### src/rtl/run_monitor_pkg.sv
// Shared types and constants for the run-control monitor.
// Latency: n/a (declarations only).
// Backpressure: n/a.
package run_monitor_pkg;

    // Top FSM uses RUN/DRAIN/RD/DONE. The dump sequencer uses RD/WAIT/OUT and
    // parks in DONE while idle.
    typedef enum logic [2:0] {
        RUN,
        DRAIN,
        RD,
        WAIT,
        OUT,
        DONE
    } state_t;

    localparam logic [31:0] EBREAK_INSN      = 32'h0010_0073;
    localparam int          DUMP_INDEX_WIDTH = 16;

endpackage

### src/rtl/run_monitor_if.sv
// Fetch-snoop, DMEM dump-read and dump-stream signals of the run monitor.
// Latency: n/a (wiring only).
// Backpressure: dump stream is valid/ready; the DMEM read port has none (fixed 1-cycle data).
// master = run_monitor side, slave = SoC / consumer side.
interface run_monitor_if;
    import run_monitor_pkg::*;

    logic [31:0]                 inst_from_imem;
    logic                        inst_valid;
    logic                        dmem_rd_en;
    logic [31:0]                 dmem_rd_addr;
    logic [31:0]                 dmem_rd_data;
    logic                        dump_valid;
    logic                        dump_ready;
    logic [31:0]                 dump_data;
    logic [DUMP_INDEX_WIDTH-1:0] dump_index;

    modport master (
        input  inst_from_imem, inst_valid, dmem_rd_data, dump_ready,
        output dmem_rd_en, dmem_rd_addr, dump_valid, dump_data, dump_index
    );

    modport slave (
        output inst_from_imem, inst_valid, dmem_rd_data, dump_ready,
        input  dmem_rd_en, dmem_rd_addr, dump_valid, dump_data, dump_index
    );

endinterface

### src/rtl/run_monitor_dump.sv
// DMEM window dump sequencer: RD -> WAIT -> OUT per word, index counter, optional checksum.
// Latency: read strobe the cycle after start; each word takes >= 3 cycles (RD, WAIT, OUT).
// Backpressure: holds OUT with stable data/index until out_ready; no new read is issued meanwhile.
// Ports: start (1-cycle pulse in), finished (1-cycle pulse out on last accept), rd_* DMEM read
// port, out_* valid/ready stream. Optional checksum port under RUN_MONITOR_CHECKSUM_EN.
module run_monitor_dump
    import run_monitor_pkg::*;
#(
    parameter int          DUMP_WORDS     = 20,
    parameter logic [31:0] DUMP_BASE_ADDR = 32'h0000_0000
) (
    input  logic                        clk,
    input  logic                        reset,
    input  logic                        start,
    output logic                        finished,
    output logic                        rd_en,
    output logic [31:0]                 rd_addr,
    input  logic [31:0]                 rd_data,
    output logic                        out_valid,
    input  logic                        out_ready,
    output logic [31:0]                 out_data,
    output logic [DUMP_INDEX_WIDTH-1:0] out_index
`ifdef RUN_MONITOR_CHECKSUM_EN
    ,
    output logic [31:0]                 checksum
`endif
);

    localparam logic [DUMP_INDEX_WIDTH-1:0] LAST_IDX =
        DUMP_INDEX_WIDTH'((DUMP_WORDS > 0) ? DUMP_WORDS - 1 : 0);

    state_t                      st, st_nxt;
    logic [DUMP_INDEX_WIDTH-1:0] idx;
    logic [31:0]                 data_q;
    logic                        accept;
    logic                        last;

    assign accept    = (st == OUT) && out_ready;
    assign last      = (idx == LAST_IDX);
    assign rd_en     = (st == RD);
    assign rd_addr   = DUMP_BASE_ADDR + {14'd0, idx, 2'b00};
    assign out_valid = (st == OUT);
    assign out_data  = data_q;
    assign out_index = idx;

    always_ff @(posedge clk or posedge reset) begin
        if (reset) begin
            st     <= DONE;
            idx    <= '0;
            data_q <= '0;
        end else begin
            st <= st_nxt;
            // DMEM returns data exactly one cycle after the strobe, i.e. in WAIT.
            if (st == WAIT) begin
                data_q <= rd_data;
            end
            if (start) begin
                idx <= '0;
            end else if (accept && !last) begin
                idx <= idx + 1'b1;
            end
        end
    end

    always_comb begin
        st_nxt   = st;
        finished = 1'b0;
        case (st)
            DONE: if (start) st_nxt = RD;
            RD:   st_nxt = WAIT;
            WAIT: st_nxt = OUT;
            OUT: begin
                if (accept) begin
                    if (last) begin
                        st_nxt   = DONE;
                        finished = 1'b1;
                    end else begin
                        st_nxt = RD;
                    end
                end
            end
            default: st_nxt = DONE;
        endcase
    end

`ifdef RUN_MONITOR_CHECKSUM_EN
    // Rotate-left-by-one then XOR each accepted word.
    always_ff @(posedge clk or posedge reset) begin
        if (reset) begin
            checksum <= '0;
        end else if (accept) begin
            checksum <= {checksum[30:0], checksum[31]} ^ data_q;
        end
    end
`endif

endmodule

### src/rtl/run_monitor.sv
// Run-control monitor: counts run cycles until ebreak or watchdog, drains, then dumps a DMEM window.
// Latency: dump read DRAIN_CYCLES+1 cycles after halt cycle, 1 cycle after timeout; >= 3 cycles/word.
// Backpressure: dump_valid/dump_data/dump_index held stable until dump_ready; run side has none.
// Ports: clk, reset (async, active high), bus (run_monitor_if.master: fetch snoop, DMEM read,
// dump stream), cycles/running/halted/timed_out/done status. RUN_MONITOR_CHECKSUM_EN adds checksum.
module run_monitor
    import run_monitor_pkg::*;
#(
    parameter logic [31:0] HALT_INSN      = EBREAK_INSN,
    parameter int          DRAIN_CYCLES   = 5,
    parameter int          TIMEOUT_CYCLES = 20000,
    parameter int          DUMP_WORDS     = 20,
    parameter logic [31:0] DUMP_BASE_ADDR = 32'h0000_0000,
    parameter int          CNT_WIDTH      = 32
) (
    input  logic                 clk,
    input  logic                 reset,
    run_monitor_if.master        bus,
    output logic [CNT_WIDTH-1:0] cycles,
    output logic                 running,
    output logic                 halted,
    output logic                 timed_out,
    output logic                 done
`ifdef RUN_MONITOR_CHECKSUM_EN
    ,
    output logic [31:0]          checksum
`endif
);

    localparam int     DRAIN_W    = (DRAIN_CYCLES > 1) ? $clog2(DRAIN_CYCLES) : 1;
    // An empty dump window goes straight to DONE instead of starting the sequencer.
    localparam state_t DUMP_ENTRY = (DUMP_WORDS == 0) ? DONE : RD;

    // In this FSM RD stands for the whole dump; the per-word phase lives in the sequencer.
    state_t               st, st_nxt;
    logic [DRAIN_W-1:0]   drain_cnt;
    logic [CNT_WIDTH-1:0] cyc_inc;
    logic                 halt_hit;
    logic                 timeout_hit;
    logic                 dump_start;
    logic                 dump_finished;

    assign halt_hit    = bus.inst_valid && (bus.inst_from_imem == HALT_INSN);
    assign cyc_inc     = (&cycles) ? cycles : cycles + CNT_WIDTH'(1);
    assign timeout_hit = (cyc_inc == CNT_WIDTH'(TIMEOUT_CYCLES));
    assign running     = (st == RUN);
    assign done        = (st == DONE);

    always_ff @(posedge clk or posedge reset) begin
        if (reset) begin
            st        <= RUN;
            cycles    <= '0;
            halted    <= 1'b0;
            timed_out <= 1'b0;
            drain_cnt <= '0;
        end else begin
            st <= st_nxt;
            if (st == RUN) begin
                cycles <= cyc_inc;
                // Halt has priority over a coincident watchdog expiry.
                if (halt_hit) begin
                    halted <= 1'b1;
                end else if (timeout_hit) begin
                    timed_out <= 1'b1;
                end
            end
            if (st == DRAIN) begin
                drain_cnt <= drain_cnt + DRAIN_W'(1);
            end
        end
    end

    always_comb begin
        st_nxt = st;
        case (st)
            RUN: begin
                if (halt_hit) begin
                    st_nxt = (DRAIN_CYCLES == 0) ? DUMP_ENTRY : DRAIN;
                end else if (timeout_hit) begin
                    st_nxt = DUMP_ENTRY;
                end
            end
            DRAIN: if (drain_cnt == DRAIN_W'(DRAIN_CYCLES - 1)) st_nxt = DUMP_ENTRY;
            RD:    if (dump_finished) st_nxt = DONE;
            DONE:  st_nxt = DONE;
            default: st_nxt = DONE;
        endcase
    end

    // Combinational start so the sequencer reaches its RD on the same edge as this FSM.
    assign dump_start = (st_nxt == RD) && (st != RD);

    run_monitor_dump #(
        .DUMP_WORDS     (DUMP_WORDS),
        .DUMP_BASE_ADDR (DUMP_BASE_ADDR)
    ) u_dump (
        .clk       (clk),
        .reset     (reset),
        .start     (dump_start),
        .finished  (dump_finished),
        .rd_en     (bus.dmem_rd_en),
        .rd_addr   (bus.dmem_rd_addr),
        .rd_data   (bus.dmem_rd_data),
        .out_valid (bus.dump_valid),
        .out_ready (bus.dump_ready),
        .out_data  (bus.dump_data),
        .out_index (bus.dump_index)
`ifdef RUN_MONITOR_CHECKSUM_EN
        ,
        .checksum  (checksum)
`endif
    );

endmodule

### src/flat_wrapper.sv
// flat-port wrapper written by rule: the top's interface ports become plain ports
module run_monitor_flat import run_monitor_pkg::*;
#(
    parameter logic [31:0] HALT_INSN      = EBREAK_INSN,
    parameter int          DRAIN_CYCLES   = 5,
    parameter int          TIMEOUT_CYCLES = 20000,
    parameter int          DUMP_WORDS     = 20,
    parameter logic [31:0] DUMP_BASE_ADDR = 32'h0000_0000,
    parameter int          CNT_WIDTH      = 32
)
  (clk, reset, cycles, running, halted, timed_out, done, bus_inst_from_imem, bus_inst_valid, bus_dmem_rd_data, bus_dump_ready, bus_dmem_rd_en, bus_dmem_rd_addr, bus_dump_valid, bus_dump_data, bus_dump_index);
  run_monitor_if bus_i ();
  input  logic clk;
  input  logic reset;
  output logic [CNT_WIDTH-1:0] cycles;
  output logic running;
  output logic halted;
  output logic timed_out;
  output logic done;
  input wire logic [$bits(bus_i.inst_from_imem)-1:0] bus_inst_from_imem;
  input wire logic [$bits(bus_i.inst_valid)-1:0] bus_inst_valid;
  input wire logic [$bits(bus_i.dmem_rd_data)-1:0] bus_dmem_rd_data;
  input wire logic [$bits(bus_i.dump_ready)-1:0] bus_dump_ready;
  output wire logic [$bits(bus_i.dmem_rd_en)-1:0] bus_dmem_rd_en;
  output wire logic [$bits(bus_i.dmem_rd_addr)-1:0] bus_dmem_rd_addr;
  output wire logic [$bits(bus_i.dump_valid)-1:0] bus_dump_valid;
  output wire logic [$bits(bus_i.dump_data)-1:0] bus_dump_data;
  output wire logic [$bits(bus_i.dump_index)-1:0] bus_dump_index;
  assign bus_i.inst_from_imem = bus_inst_from_imem;
  assign bus_i.inst_valid = bus_inst_valid;
  assign bus_i.dmem_rd_data = bus_dmem_rd_data;
  assign bus_i.dump_ready = bus_dump_ready;
  assign bus_dmem_rd_en = bus_i.dmem_rd_en;
  assign bus_dmem_rd_addr = bus_i.dmem_rd_addr;
  assign bus_dump_valid = bus_i.dump_valid;
  assign bus_dump_data = bus_i.dump_data;
  assign bus_dump_index = bus_i.dump_index;
  run_monitor #(.HALT_INSN(HALT_INSN), .DRAIN_CYCLES(DRAIN_CYCLES), .TIMEOUT_CYCLES(TIMEOUT_CYCLES), .DUMP_WORDS(DUMP_WORDS), .DUMP_BASE_ADDR(DUMP_BASE_ADDR), .CNT_WIDTH(CNT_WIDTH)) u_core (.clk(clk), .reset(reset), .bus(bus_i), .cycles(cycles), .running(running), .halted(halted), .timed_out(timed_out), .done(done));
endmodule
### config.mk
export PLATFORM = sky130hd
export DESIGN_NAME = run_monitor_flat
export DESIGN_NICKNAME = d
export VERILOG_FILES = /design/src/rtl/run_monitor_pkg.sv /design/src/rtl/run_monitor_if.sv /design/src/rtl/run_monitor_dump.sv /design/src/rtl/run_monitor.sv /design/src/flat_wrapper.sv
export SDC_FILE = /design/constraint.sdc
export NUM_CORES = 1
export LEC_CHECK = 0
export BUFFER_PORTS_ARGS = -buffer_cell sky130_fd_sc_hd__clkbuf_2
export CAP_MARGIN = 20
export CORE_MARGIN = 5
export CORE_UTILIZATION = 32
export CTS_BUF_LIST = sky130_fd_sc_hd__clkbuf_16
export DETAILED_ROUTE_END_ITERATION = 6
export HOLD_SLACK_MARGIN = 0.1
export PLACE_DENSITY = 0.6
export SYNTH_ARGS = -nofsm -noshare
export SYNTH_HDL_FRONTEND = slang
export SYNTH_SLANG_ARGS = --single-unit
### constraint.sdc
create_clock -name clk -period 2.66 [get_ports clk]
set_input_delay 0.399 -clock clk [delete_from_list [all_inputs] [get_ports clk]]
set_output_delay 0.399 -clock clk [all_outputs]
set_load 0.02 [all_outputs]
== Word level (Yosys, flattened, before mapping) ==
Index checks and enable logic that the tools add are counted.
Storage, ports and cells
  memories: 0
  RAM bits: 0
  bits in latches: 0
  word-level logic and storage cells: 53
  bits in registers: 91
  input port bits: 68
  bits in read-only memories: 0
Cells by class
  reductions and logical operators: 11
  multiplexer cells: 15
  bitwise gates (word level): 1
  shift operators: 0
  $mul: 0
  divide/modulo/power cells: 0
  add/subtract/negate cells: 3
  eq/ne operators: 15
  magnitude comparators: 0
Operators with widths (count)
  $add A32 B1 Y32 const B: 1
  $eq A32 B15 Y1 const B: 1
  $eq A32 B21 Y1 const B: 1
  $mux W16: 2
  $mux W32: 1
  $reduce_and A32 Y1: 1
  $mux W3: 7
  $add A16 B1 Y16 const B: 1
  $eq A16 B5 Y1 const B: 1
  $eq A3 B2 Y1 const B: 4
  $eq A3 B3 Y1 const B: 4
  $pmux W3 S4: 1
  $pmux W3 S3: 1
  $logic_and A1 B1 Y1: 4
  $ne A2 B1 Y1 const B: 2
  $reduce_and A2 Y1: 2
  $add A3 B1 Y3 const B: 1
  $eq A3 B1 Y1 const B: 1
  $logic_not A3 Y1: 1
  $mux W1: 3
  $ne A3 B2 Y1 const B: 1
  $reduce_and A3 Y1: 1
  $reduce_bool A2 Y1: 1
  $logic_not A1 Y1: 1
  $not A1 Y1: 1

== Logic depth before layout (Yosys ltp) ==
Gate-level depths: netlist of run 1.
  depth in word-level cells: 10
  mapped depth: 12
  gate-level depth less buffers: 9

== Cells and area by module ==
From an unflattened synthesis of run 1, not the netlist that was laid out.
Second synthesis, totals
  cells, all modules: 519
  area total of the unflattened synthesis: 5310.1 um^2
Modules (own cells, without submodules)
  run_monitor: sequential area each 1001.0 um^2, area each 2770.2 um^2, times used 1, cells each 304
  run_monitor_dump: sequential area each 1278.7 um^2, area each 2539.9 um^2, times used 1, cells each 215

== Least setup slack after synthesis of run 1 ==
No wires, ideal clock.
  path kind: reg-to-reg
  from: register u_core.cycles[0]
  to: register u_core.u_dump.idx[10] (netlist: u_core.u_dump.out_index[10])
  path slack: -190 ps
  cell stages (with the launch flop): 12
  data required time: 2522 ps
  buffers on the path: 2
  arrival time: 2712 ps
  cell sequence: dfrtp_1 > ha_1 > and4_1 > nand4_1 > or4_1 > xor2_1 > o211ai_2 > nor4_2 > and2_1 > buf_6 > buf_12 > nor3_2
Between the ends
  cells in the longest elaborated chain, start to end: 9
  elaborated cells on any way between the ends: 11
RTL lines
  start: declaration: RTL line run_monitor.sv:19  | output logic [CNT_WIDTH-1:0] cycles,
  start signal: assignment: RTL line run_monitor.sv:59  | cycles <= cyc_inc;
  $add A32 B1 Y32 / $reduce_and A32 Y1 (equally long branches): RTL line run_monitor.sv:44  | assign cyc_inc = (&cycles) ? cycles : cycles + CNT_WIDTH'(1);
  $mux W32 (*): RTL line run_monitor.sv:44
  $eq A32 B15 Y1 (*): RTL line run_monitor.sv:45  | assign timeout_hit = (cyc_inc == CNT_WIDTH'(TIMEOUT_CYCLES));
  $mux W3 (*): RTL line run_monitor.sv:79  | end else if (timeout_hit) begin
  $mux W3 (*): RTL line run_monitor.sv:77  | if (halt_hit) begin
  $pmux W3 S3 (*): RTL line run_monitor.sv:75  | case (st)
  $eq A3 B2 Y1 (*): RTL line run_monitor.sv:91  | assign dump_start = (st_nxt == RD) && (st != RD);
  $logic_and A1 B1 Y1 (*): RTL line run_monitor.sv:91
  $mux W16 / $reduce_bool A2 Y1 (equally long branches)
  end signal: assignment: RTL line run_monitor_dump.sv:60  | idx <= idx + 1'b1;
  end: declaration: RTL line run_monitor_dump.sv:33  | logic [DUMP_INDEX_WIDTH-1:0] idx;
Every way passes the cells marked *; elsewhere a longest branch is shown, timed or not.
A chain may end at the register's enable or synchronous reset.

== Final worst setup path of run 1 ==
  from: register u_core.cycles[1]
  to: register u_core.st[1]
Between the ends
  cells in the longest elaborated chain, start to end: 6
  elaborated cells on any way between the ends: 7
RTL lines
  $add A32 B1 Y32 / $reduce_and A32 Y1 (equally long branches): RTL line run_monitor.sv:44
  $mux W32 (*): RTL line run_monitor.sv:44
  $eq A32 B15 Y1 (*): RTL line run_monitor.sv:45
  $mux W3 (*): RTL line run_monitor.sv:79
  $mux W3 (*): RTL line run_monitor.sv:77
  $pmux W3 S3 (*): RTL line run_monitor.sv:75
  via u_core.st_nxt[1]: RTL line run_monitor.sv:35  | state_t st, st_nxt;
  end signal: assignment: RTL line run_monitor.sv:57  | st <= st_nxt;
  end: declaration: RTL line run_monitor.sv:35
Mark *: on every way through the listed nets, which the timed path passes. The rest lies on a longest branch.

==> flow_summary.json, run 1 <==
{
  "powerDensity_nw_per_um2": 527,
  "gp_congestion": 0.853,
  "totalWireLength_um": 14600,
  "synth_cell_type_count": 69,
  "crit_arrival_ps": 2890,
  "required_ps": 2900,
  "dr.pass1.iters": 4,
  "ys_async_sr_fraction_pct": 100,
  "fmax_mhz": 377,
  "critPathLaunchType": "flop",
  "die_w_um": 139,
  "r2r-start": "u_core.cycles[1]$_DFFE_PP0P_",
  "synth_top_cell_area_share_pct": 41.9,
  "status": "finished, final reports clean",
  "fin_nets": 819,
  "max-cap-violations": 0,
  "overflow": 0,
  "combPwrFrac_pct": 21.4,
  "ir_drop_mv": 0.363,
  "finalHoldViolations": 0,
  "ctsHoldBuffers": 0,
  "synth.area.top_cells": "dfrtp_1 42%, mux2_2 7.0%, buf_4 5.2%",
  "intPower_mw": 2.55,
  "clockPowerShare_pct": 33.6,
  "slew_violations": 0,
  "clockRootBuffer": "clkbuf_16",
  "drt-initial-drc-count": 218,
  "port_buffers": 169,
  "avgSynthCellArea_um2": 10.0,
  "clock_latency_ps": 350,
  "ant_nets": 0,
  "cts_tree": "yes",
  "ys_seq_elements": 91,
  "synth_seq_area_share_pct": 42.9,
  "max_slew_margin_pct": 65.8,
  "grt_pass1_wl_um": 23900,
  "cts_buffers": 9,
  "synth_common_cells": "89 x dfrtp_1, 45 x nand2_1, 37 x buf_4",
  "syn_inst": 532,
  "p_sw_mw": 1.22,
  "vias": 4704,
  "cts.sinks": 91,
  "place_inst": 951,
  "setup_viol": 0,
  "wl_per_cell_um": 15.1,
  "synthesis.area_um2": 5320,
  "rr_endpoint": "u_core.st[1]$_DFF_PP0_",
  "multi_input_comb_area_um2": 2770,
  "grt_max_degree": 92,
  "skew_ps": 6.57,
  "pin_count": 186,
  "rrSetupSlack_ps": 9,
  "leakagePower_nw": 3.39,
  "yosysMostFrequentCell": "dfrtp_1",
  "initial_core_util_pct": 32.3,
  "period_needed_ps": 2650,
  "clkTransAtPathRegs_ps": 70,
  "fill_cells": 1631,
  "switching_share_pct": 32.4,
  "antenna_cells": 0,
  "layoutNonFillerInstCount": 972,
  "viasPerCell": 4.84,
  "r2r_cells": 11,
  "die-area_um2": 19300,
  "tns_ps": 0,
  "ys.flop_type": "dfrtp_1",
  "crit_fanout": 5,
  "dp_hpwl_um": 11200,
  "power_mw": 3.77,
  "yosysTopAreaCell": "dfrtp_1",
  "num_rows": 47,
  "rsz0062_at_grt": "true",
  "post-route-period-util_pct": 99.7,
  "synth-edff-count": 0,
  "min_path_type": "input pin to asynchronous set/reset pin",
  "die_height_um": 139,
  "endpoint_kind": "flop",
  "regArea_um2": 2300,
  "clock_path_buffers": 2,
  "gr-usage-all-layers_pct": 15.0,
  "area_growth_pct": 34.4,
  "crit_type": "flop to flop",
  "seqPwrFrac_pct": 45.0,
  "yosysWarnings": 0,
  "core_um2": 16500,
  "antenna_found_initial": 0,
  "htree_levels": 3,
  "critPathLaunch": "u_core.cycles[1]$_DFFE_PP0P_",
  "grt_pass1_vias": 4671,
  "drive_gt1_share_pct": 48.0,
  "worst_slew_pin_slew_ps": 512,
  "drcViolationCount": 0
}
-- registers in the layout, indices dropped and copies added, names as in the netlist --
signal / flops
u_core.drain_cnt: 3
u_core.cycles: 32
u_core.halted: 1
u_core.st: 3
u_core.u_dump.out_index: 16
u_core.u_dump.st: 3
u_core.u_dump.out_data: 32
u_core.timed_out: 1
-- kinds of logic after synthesis --
family                     share of synthesized area [%]
muxes                                               7.74
other                                             0.0705
buffers and inverters                               8.26
AOI/OAI and AO/OA                                   6.94
xor gates and xnor gates                            8.40
and+or+nand+nor                                     24.8
adders and majority gates                          0.941
DFF                                                 42.9
-- power by group through the flow --
stage / sequential (mW) / combinational, mW / clock (mW)
finish: 1.70 / 0.806 / 1.26
CTS: 1.69 / 0.819 / 1.32
global placement: 1.71 / 0.809 / 0
detailed placement: 1.72 / 0.816 / 0
global route: 1.72 / 0.879 / 1.37
floorplan: 1.90 / 0.358 / 0
-- area by class of cell --
cell class	count	area share (%)
inverter	10	0.578
clock inverter	7	0.928
clock buffer	9	3.15
sequential	91	32.2
tap	220	3.85
multi-input combinational	389	38.8
timing repair buffer	246	20.6
-- metrics by stage --
step / area [um^2] / setup WS [ps] / hold WS [ps] / util [%]
floorplan: 5440 / 0.749 / 458 / -
global placement: 6700 / 6.03 / 444 / 40.7
detailed placement: 6700 / -8.95 / 455 / 40.7
CTS: 7010 / 3.88 / 197 / 42.5
global route: 7150 / -109 / 242 / 43.4
finish: 7150 / 8.54 / 178 / 43.4
-- how the worst max path moves through the flow --
stage | slack, ps | cells after the start | to
after floorplan | 0.7 | 11 | u_core.u_dump.out_index[10]$_DFFE_PP0P_
after global placement | 6 | 10 | u_core.u_dump.out_index[1]$_DFFE_PP0P_
after detailed placement | -9 | 9 | u_core.u_dump.out_index[1]$_DFFE_PP0P_
after CTS | 4 | 10 | u_core.u_dump.out_index[1]$_DFFE_PP0P_
after global routing | -110 | 9 | u_core.u_dump.out_index[1]$_DFFE_PP0P_
final | 9 | 11 | u_core.st[1]$_DFF_PP0_
-- worst max-delay path: stages (launching register included) --
cell	delay, ps
dfrtp_2	400
ha_4	150
nand4_1	200
buf_4	220
or4_1	420
a31oi_1	150
nor2_1	80
o21bai_1	230
nor4b_4	80
and2_4	170
clkbuf_16	150
or2_2	280
-- layer usage --
metal | GRT usage [%] | share of wire, %
met4 | 5.15 | 1.8
met2 | 24.5 | 48
met1 | 19.7 | 44
met3 | 3.48 | 6.3
met5 | 0 | 0
-- cell usage in the layout (no fill, tap or decap), drive strengths merged, types with 5 or more instances in the layout --
| master | count |
|---|---|
| nor2 | 32 |
| buf | 76 |
| a211oi | 5 |
| o21ai | 10 |
| nor4 | 15 |
| and3 | 10 |
| nor3 | 36 |
| nand2 | 46 |
| or4 | 6 |
| dfrtp | 89 |
| xnor2 | 31 |
| inv | 14 |
| and4 | 6 |
| conb | 16 |
| mux2 | 33 |
| o31a | 5 |
| a21oi | 10 |
| or3 | 9 |
| xor2 | 20 |
| nand4 | 22 |
| or2 | 5 |
| nand3 | 15 |
| nand2b | 5 |
| clkbuf | 179 |
-- timing repair --
item / in CTS / in global routing
gates cloned: 0 / 2
pin swaps: 1 / 16
gates resized for setup: 3 / 15
buffers inserted: 0 / 3
endpoints found under the setup margin: 14 / 21
Note: power is estimated with default switching activity, not from simulation.
==> run 2, diff against run 1 <==
--- a/config.mk
+++ b/config.mk
@@ -5,14 +5,14 @@
 export SDC_FILE = /design/constraint.sdc
 export NUM_CORES = 1
 export LEC_CHECK = 0
-export BUFFER_PORTS_ARGS = -buffer_cell sky130_fd_sc_hd__clkbuf_2
 export CAP_MARGIN = 20
 export CORE_MARGIN = 5
-export CORE_UTILIZATION = 32
+export CORE_UTILIZATION = 55
 export CTS_BUF_LIST = sky130_fd_sc_hd__clkbuf_16
 export DETAILED_ROUTE_END_ITERATION = 6
+export DONT_BUFFER_PORTS = 1
 export HOLD_SLACK_MARGIN = 0.1
-export PLACE_DENSITY = 0.6
+export PLACE_DENSITY = 0.76
 export SYNTH_ARGS = -nofsm -noshare
 export SYNTH_HDL_FRONTEND = slang
 export SYNTH_SLANG_ARGS = --single-unit
==> flow_summary.json, run 2 (synthesized netlist as in run 1, its figures left out) <==
{
  "gp_congestion": 0.966,
  "crit_arrival_ps": 3000,
  "layoutNonFillerInstCount": 727,
  "area_growth_pct": 20.2,
  "fmax_mhz": 360,
  "skew_ps": 7.40,
  "clkTransAtPathRegs_ps": 70,
  "die_height_um": 108,
  "clockRootBuffer": "clkbuf_16",
  "final_cell_mix": "85 x buf_4, 73 x dfrtp_1, 45 x nand2_1",
  "dr.pass1.iters": 5,
  "setup_viol": 19,
  "grt_util_met2_pct": 41.8,
  "min_path_type": "input pin to flop",
  "initial_core_util_pct": 57.0,
  "grt.busiest_layer": "met2",
  "wl_per_cell_um": 21.2,
  "max-cap-violations": 0,
  "core_um2": 9330,
  "drcViolationCount": 0,
  "overflow": 0,
  "gr-usage-all-layers_pct": 24.5,
  "ir_drop_mv": 0.483,
  "cts.sinks": 91,
  "rsz0062_at_grt": "true",
  "grt_util_met3_pct": 6.87,
  "powerDensity_nw_per_um2": 564,
  "drive_gt1_share_pct": 35.5,
  "dp_hpwl_um": 10900,
  "critPathLaunchType": "flop",
  "viasPerCell": 6.09,
  "fin_ws_ps": -115,
  "grt_use_met1_pct": 30.0,
  "post-route-period-util_pct": 104,
  "worst_slew_pin_slew_ps": 830,
  "grt_pass1_wl_um": 22500,
  "htree_levels": 3,
  "finalHoldViolations": 0,
  "num_rows": 35,
  "ant_nets": 0,
  "port_buffers": 0,
  "die-area_um2": 11700,
  "required_ps": 2890,
  "drt-initial-drc-count": 375,
  "final_common_cell": "buf_4",
  "antenna_cells": 0,
  "grt_pass1_vias": 4426,
  "clock_path_buffers": 2,
  "period_needed_ps": 2770,
  "die_w_um": 108,
  "dp_slack_ps": -57.2,
  "vias": 4425,
  "grt_max_degree": 60,
  "crit_type": "flop to flop",
  "crit_fanout": 4,
  "leakagePower_nw": 2.74,
  "cts_buffers": 9,
  "pin_count": 186,
  "slew_violations": 0,
  "fin_nets": 665,
  "antenna_found_initial": 0,
  "violations": "negative setup slack",
  "totalWireLength_um": 15400,
  "clock_latency_ps": 350,
  "place_inst": 696,
  "cts_tree": "yes",
  "endpoint_kind": "flop",
  "status": "complete, but fails checks",
  "max_slew_margin_pct": 44.3
}
[run 2: final cells by class]
class	count	area, um^2
inverters	10	41.3
repair buffers	92	761
clock inverters	7	63.8
multi-input cells	389	2840
flip-flops and latches	91	2300
clock buffers	9	225
fillers	708	2940
well taps	129	161
[run 2: power by group]
part / total (mW) / leakage [nW] / switching (mW) / internal, mW
sequential: 1.88 / 1.15 / 0.312 / 1.56
clock: 1.25 / 0.134 / 0.598 / 0.650
combinational: 0.480 / 1.46 / 0.273 / 0.207
[run 2: timing repair]
item | in CTS | in global routing
cloned | 0 | 3
hold buffers | 1 | 0
endpoints found under the hold margin | 32 | 0
pin swaps | 2 | 18
buffers inserted | 6 | 5
resized for setup | 8 | 25
endpoints found under the setup margin | 18 | 20
[run 2: worst max-delay path, stage by stage (launching register included)]
cell	delay [ps]
dfrtp_2	410
ha_4	150
nand4_1	210
nor4_4	390
buf_4	190
nand3_4	90
mux2i_4	250
o211ai_1	180
nor4_4	320
and2_4	260
clkbuf_16	160
nor3_1	50
[run 2: metrics by stage]
stage | power, mW | hold WS (ps) | area (um^2) | setup TNS, ps | util, %
2_1_floorplan | 2.26 | 458 | 5440 | 0 | -
3_3_place_gp | 2.34 | 390 | 5770 | 0 | 61.9
3_5_place_dp | 2.38 | 411 | 5770 | -767 | 61.9
4_1_cts | 3.62 | 191 | 6160 | 0 | 66.1
5_1_grt | 3.74 | 187 | 6390 | -3380 | 68.5
6_report | 3.60 | 196 | 6390 | -1710 | 68.5
[run 2: worst paths after layout]
kind,slack [ps],start,end,cells past startpoint
hold / removal,200,bus_dmem_rd_data[5],u_core.u_dump.out_data[5]$_DFFE_PP0P_,1
max in group asynchronous,1260,reset,u_core.u_dump.st[0]$_DFFE_PP1P_,3
setup reg to reg,-110,u_core.cycles[0]$_DFFE_PP0P_,u_core.u_dump.out_index[12]$_DFFE_PP0P_,11
hold reg to reg,520,u_core.drain_cnt[2]$_DFFE_PP0P_,u_core.drain_cnt[2]$_DFFE_PP0P_,1
setup / recovery,-110,u_core.cycles[0]$_DFFE_PP0P_,u_core.u_dump.out_index[12]$_DFFE_PP0P_,11
min in group asynchronous,650,reset,u_core.u_dump.out_data[0]$_DFFE_PP0P_,2
[run 2: per-layer routing]
metal / wire, um / part of all wire (%) / vias up
met5: 0 / 0 / -
met1: 5790 / 38 / 2176
met4: 311 / 2.0 / 0
met3: 1440 / 9.4 / 36
met2: 7840 / 51 / 233
li1: - / - / 1980
==> run 3, diff against run 2 <==
--- a/config.mk
+++ b/config.mk
@@ -12,7 +12,7 @@
 export DETAILED_ROUTE_END_ITERATION = 6
 export DONT_BUFFER_PORTS = 1
 export HOLD_SLACK_MARGIN = 0.1
-export PLACE_DENSITY = 0.76
+export PLACE_DENSITY = 0.73
 export SYNTH_ARGS = -nofsm -noshare
 export SYNTH_HDL_FRONTEND = slang
 export SYNTH_SLANG_ARGS = --single-unit
==> constraint.sdc (replaced) <==
create_clock -name clk -period 3.2 [get_ports clk]
set_input_delay 0.48 -clock clk [delete_from_list [all_inputs] [get_ports clk]]
set_output_delay 0.48 -clock clk [all_outputs]
set_load 0.02 [all_outputs]
==> flow_summary.json, run 3 (synthesized netlist as in run 1, its figures left out) <==
{
  "endpoint_kind": "flop",
  "cts_buffers": 9,
  "clkTransAtPathRegs_ps": 70,
  "initial_core_util_pct": 57.0,
  "wl_per_cell_um": 19.0,
  "die_height_um": 108,
  "status": "finished, final reports clean",
  "leakagePower_nw": 2.53,
  "max-cap-violations": 0,
  "clockRootBuffer": "clkbuf_16",
  "cts.sinks": 91,
  "required_ps": 3420,
  "dp_hpwl_um": 9810,
  "grt_max_degree": 55,
  "crit_arrival_ps": 3130,
  "antenna_cells": 0,
  "setup_viol": 0,
  "final_common_cell": "dfrtp_1",
  "final_cell_mix": "89 x dfrtp_1, 45 x nand2_1, 38 x buf_4",
  "antenna_found_initial": 0,
  "ant_nets": 0,
  "die_w_um": 108,
  "crit_type": "flop to flop",
  "die-area_um2": 11700,
  "fin_nets": 615,
  "min_path_type": "input pin to flop",
  "rsz0062_at_grt": "false",
  "drt-initial-drc-count": 319,
  "slew_violations": 0,
  "gr-usage-all-layers_pct": 22.1,
  "r2r_cells": 10,
  "post-route-period-util_pct": 91.1,
  "gp_congestion": 0.939,
  "r2r-start": "u_core.cycles[1]$_DFFE_PP0P_",
  "critPathLaunchType": "flop",
  "pin_count": 186,
  "finalHoldViolations": 0,
  "rrSetupSlack_ps": 280,
  "place_inst": 659,
  "core_um2": 9330,
  "clock_path_buffers": 2,
  "powerDensity_nw_per_um2": 530,
  "power_mw": 3.09,
  "cts_tree": "yes",
  "hp-start": "bus_dmem_rd_data[26]",
  "fmax_mhz": 343,
  "drcViolationCount": 0,
  "ir_drop_mv": 0.275,
  "num_rows": 35,
  "htree_levels": 3,
  "period_needed_ps": 2920,
  "vias": 4060,
  "worst_slew_pin_slew_ps": 792,
  "clock_latency_ps": 340,
  "port_buffers": 0,
  "area_growth_pct": 9.50,
  "totalWireLength_um": 12900,
  "hold_depth": 1,
  "max_slew_margin_pct": 46.8,
  "tns_ps": 0,
  "crit_fanout": 18,
  "grt_pass1_wl_um": 20500,
  "dr.pass1.iters": 6,
  "grt_pass1_vias": 3972,
  "min_to": "u_core.u_dump.out_data[26]$_DFFE_PP0P_",
  "viasPerCell": 6.00,
  "drive_gt1_share_pct": 22.3,
  "skew_ps": 10.7,
  "overflow": 0,
  "rr_endpoint": "u_core.st[1]$_DFF_PP0_",
  "layoutNonFillerInstCount": 677
}
## run 3: per-stage QoR
stage / hold slack (ps) / setup slack (ps) / util, % / area (um^2)
floorplan: 458 / 350 / - / 5380
global placement: 486 / 364 / 58.6 / 5460
detailed placement: 494 / 315 / 58.6 / 5460
CTS: 222 / 294 / 62.0 / 5790
global route: 270 / 6.35 / 62.4 / 5820
finish: 282 / 284 / 62.4 / 5820
## run 3: routing by layer
| layer | up-vias | GRT usage [%] | share of wire, % |
|---|---|---|---|
| li1 | 1877 | - | - |
| met1 | 2000 | 29.3 | 40 |
| met2 | 170 | 36.1 | 51 |
| met3 | 13 | 5.79 | 7.2 |
| met4 | 0 | 5.59 | 1.1 |
| met5 | - | 0 | 0 |
## run 3: timing repair
action | 4_1_cts | 5_1_grt
hold endpoints to repair | 0 | 2
hold buffers | 0 | 1
resized for setup | 0 | 0
setup buffers | 0 | 0
endpoints found under the setup margin | 0 | 0
## run 3: worst max-delay path, cell delays in order (launching register included)
cell      delay, ps
dfrtp_1         360
ha_1            270
nand4_1         300
or4_1           590
nor2_2          190
a311oi_1        170
o211ai_2        220
nor4_2           80
and2_1          170
buf_12          160
or2_2           290
## run 3: power by group
group,switching (mW),leakage (nW),internal (mW)
Combinational,0.187,1.20,0.162
Clock,0.464,0.160,0.693
Sequential,0.279,1.17,1.30
Total,0.930,2.53,2.16
## run 3: area by class of cell
cell class                      count  area (um^2)
Fill cell                         771         3500
Multi-Input combinational cell    389         2660
Sequential cell                    91         2280
Timing Repair Buffer               42          363
Clock buffer                        9          225
Tap cell                          129          161
Clock inverter                      7          100
Inverter                           10         38.8
## run 3: how the worst max path moves through the flow
stage                                 startpoint  cells past startpoint                                       to  slack (ps)
finish              u_core.cycles[1]$_DFFE_PP0P_                     10                   u_core.st[1]$_DFF_PP0_         280
detailed placement  u_core.cycles[1]$_DFFE_PP0P_                     10  u_core.u_dump.out_index[12]$_DFFE_PP0P_         310
floorplan           u_core.cycles[0]$_DFFE_PP0P_                     11  u_core.u_dump.out_index[10]$_DFFE_PP0P_         350
CTS                 u_core.cycles[1]$_DFFE_PP0P_                     10  u_core.u_dump.out_index[12]$_DFFE_PP0P_         290
global route        u_core.cycles[1]$_DFFE_PP0P_                     10                   u_core.st[1]$_DFF_PP0_           6
global placement    u_core.cycles[2]$_DFFE_PP0P_                      9  u_core.u_dump.out_index[14]$_DFFE_PP0P_         360
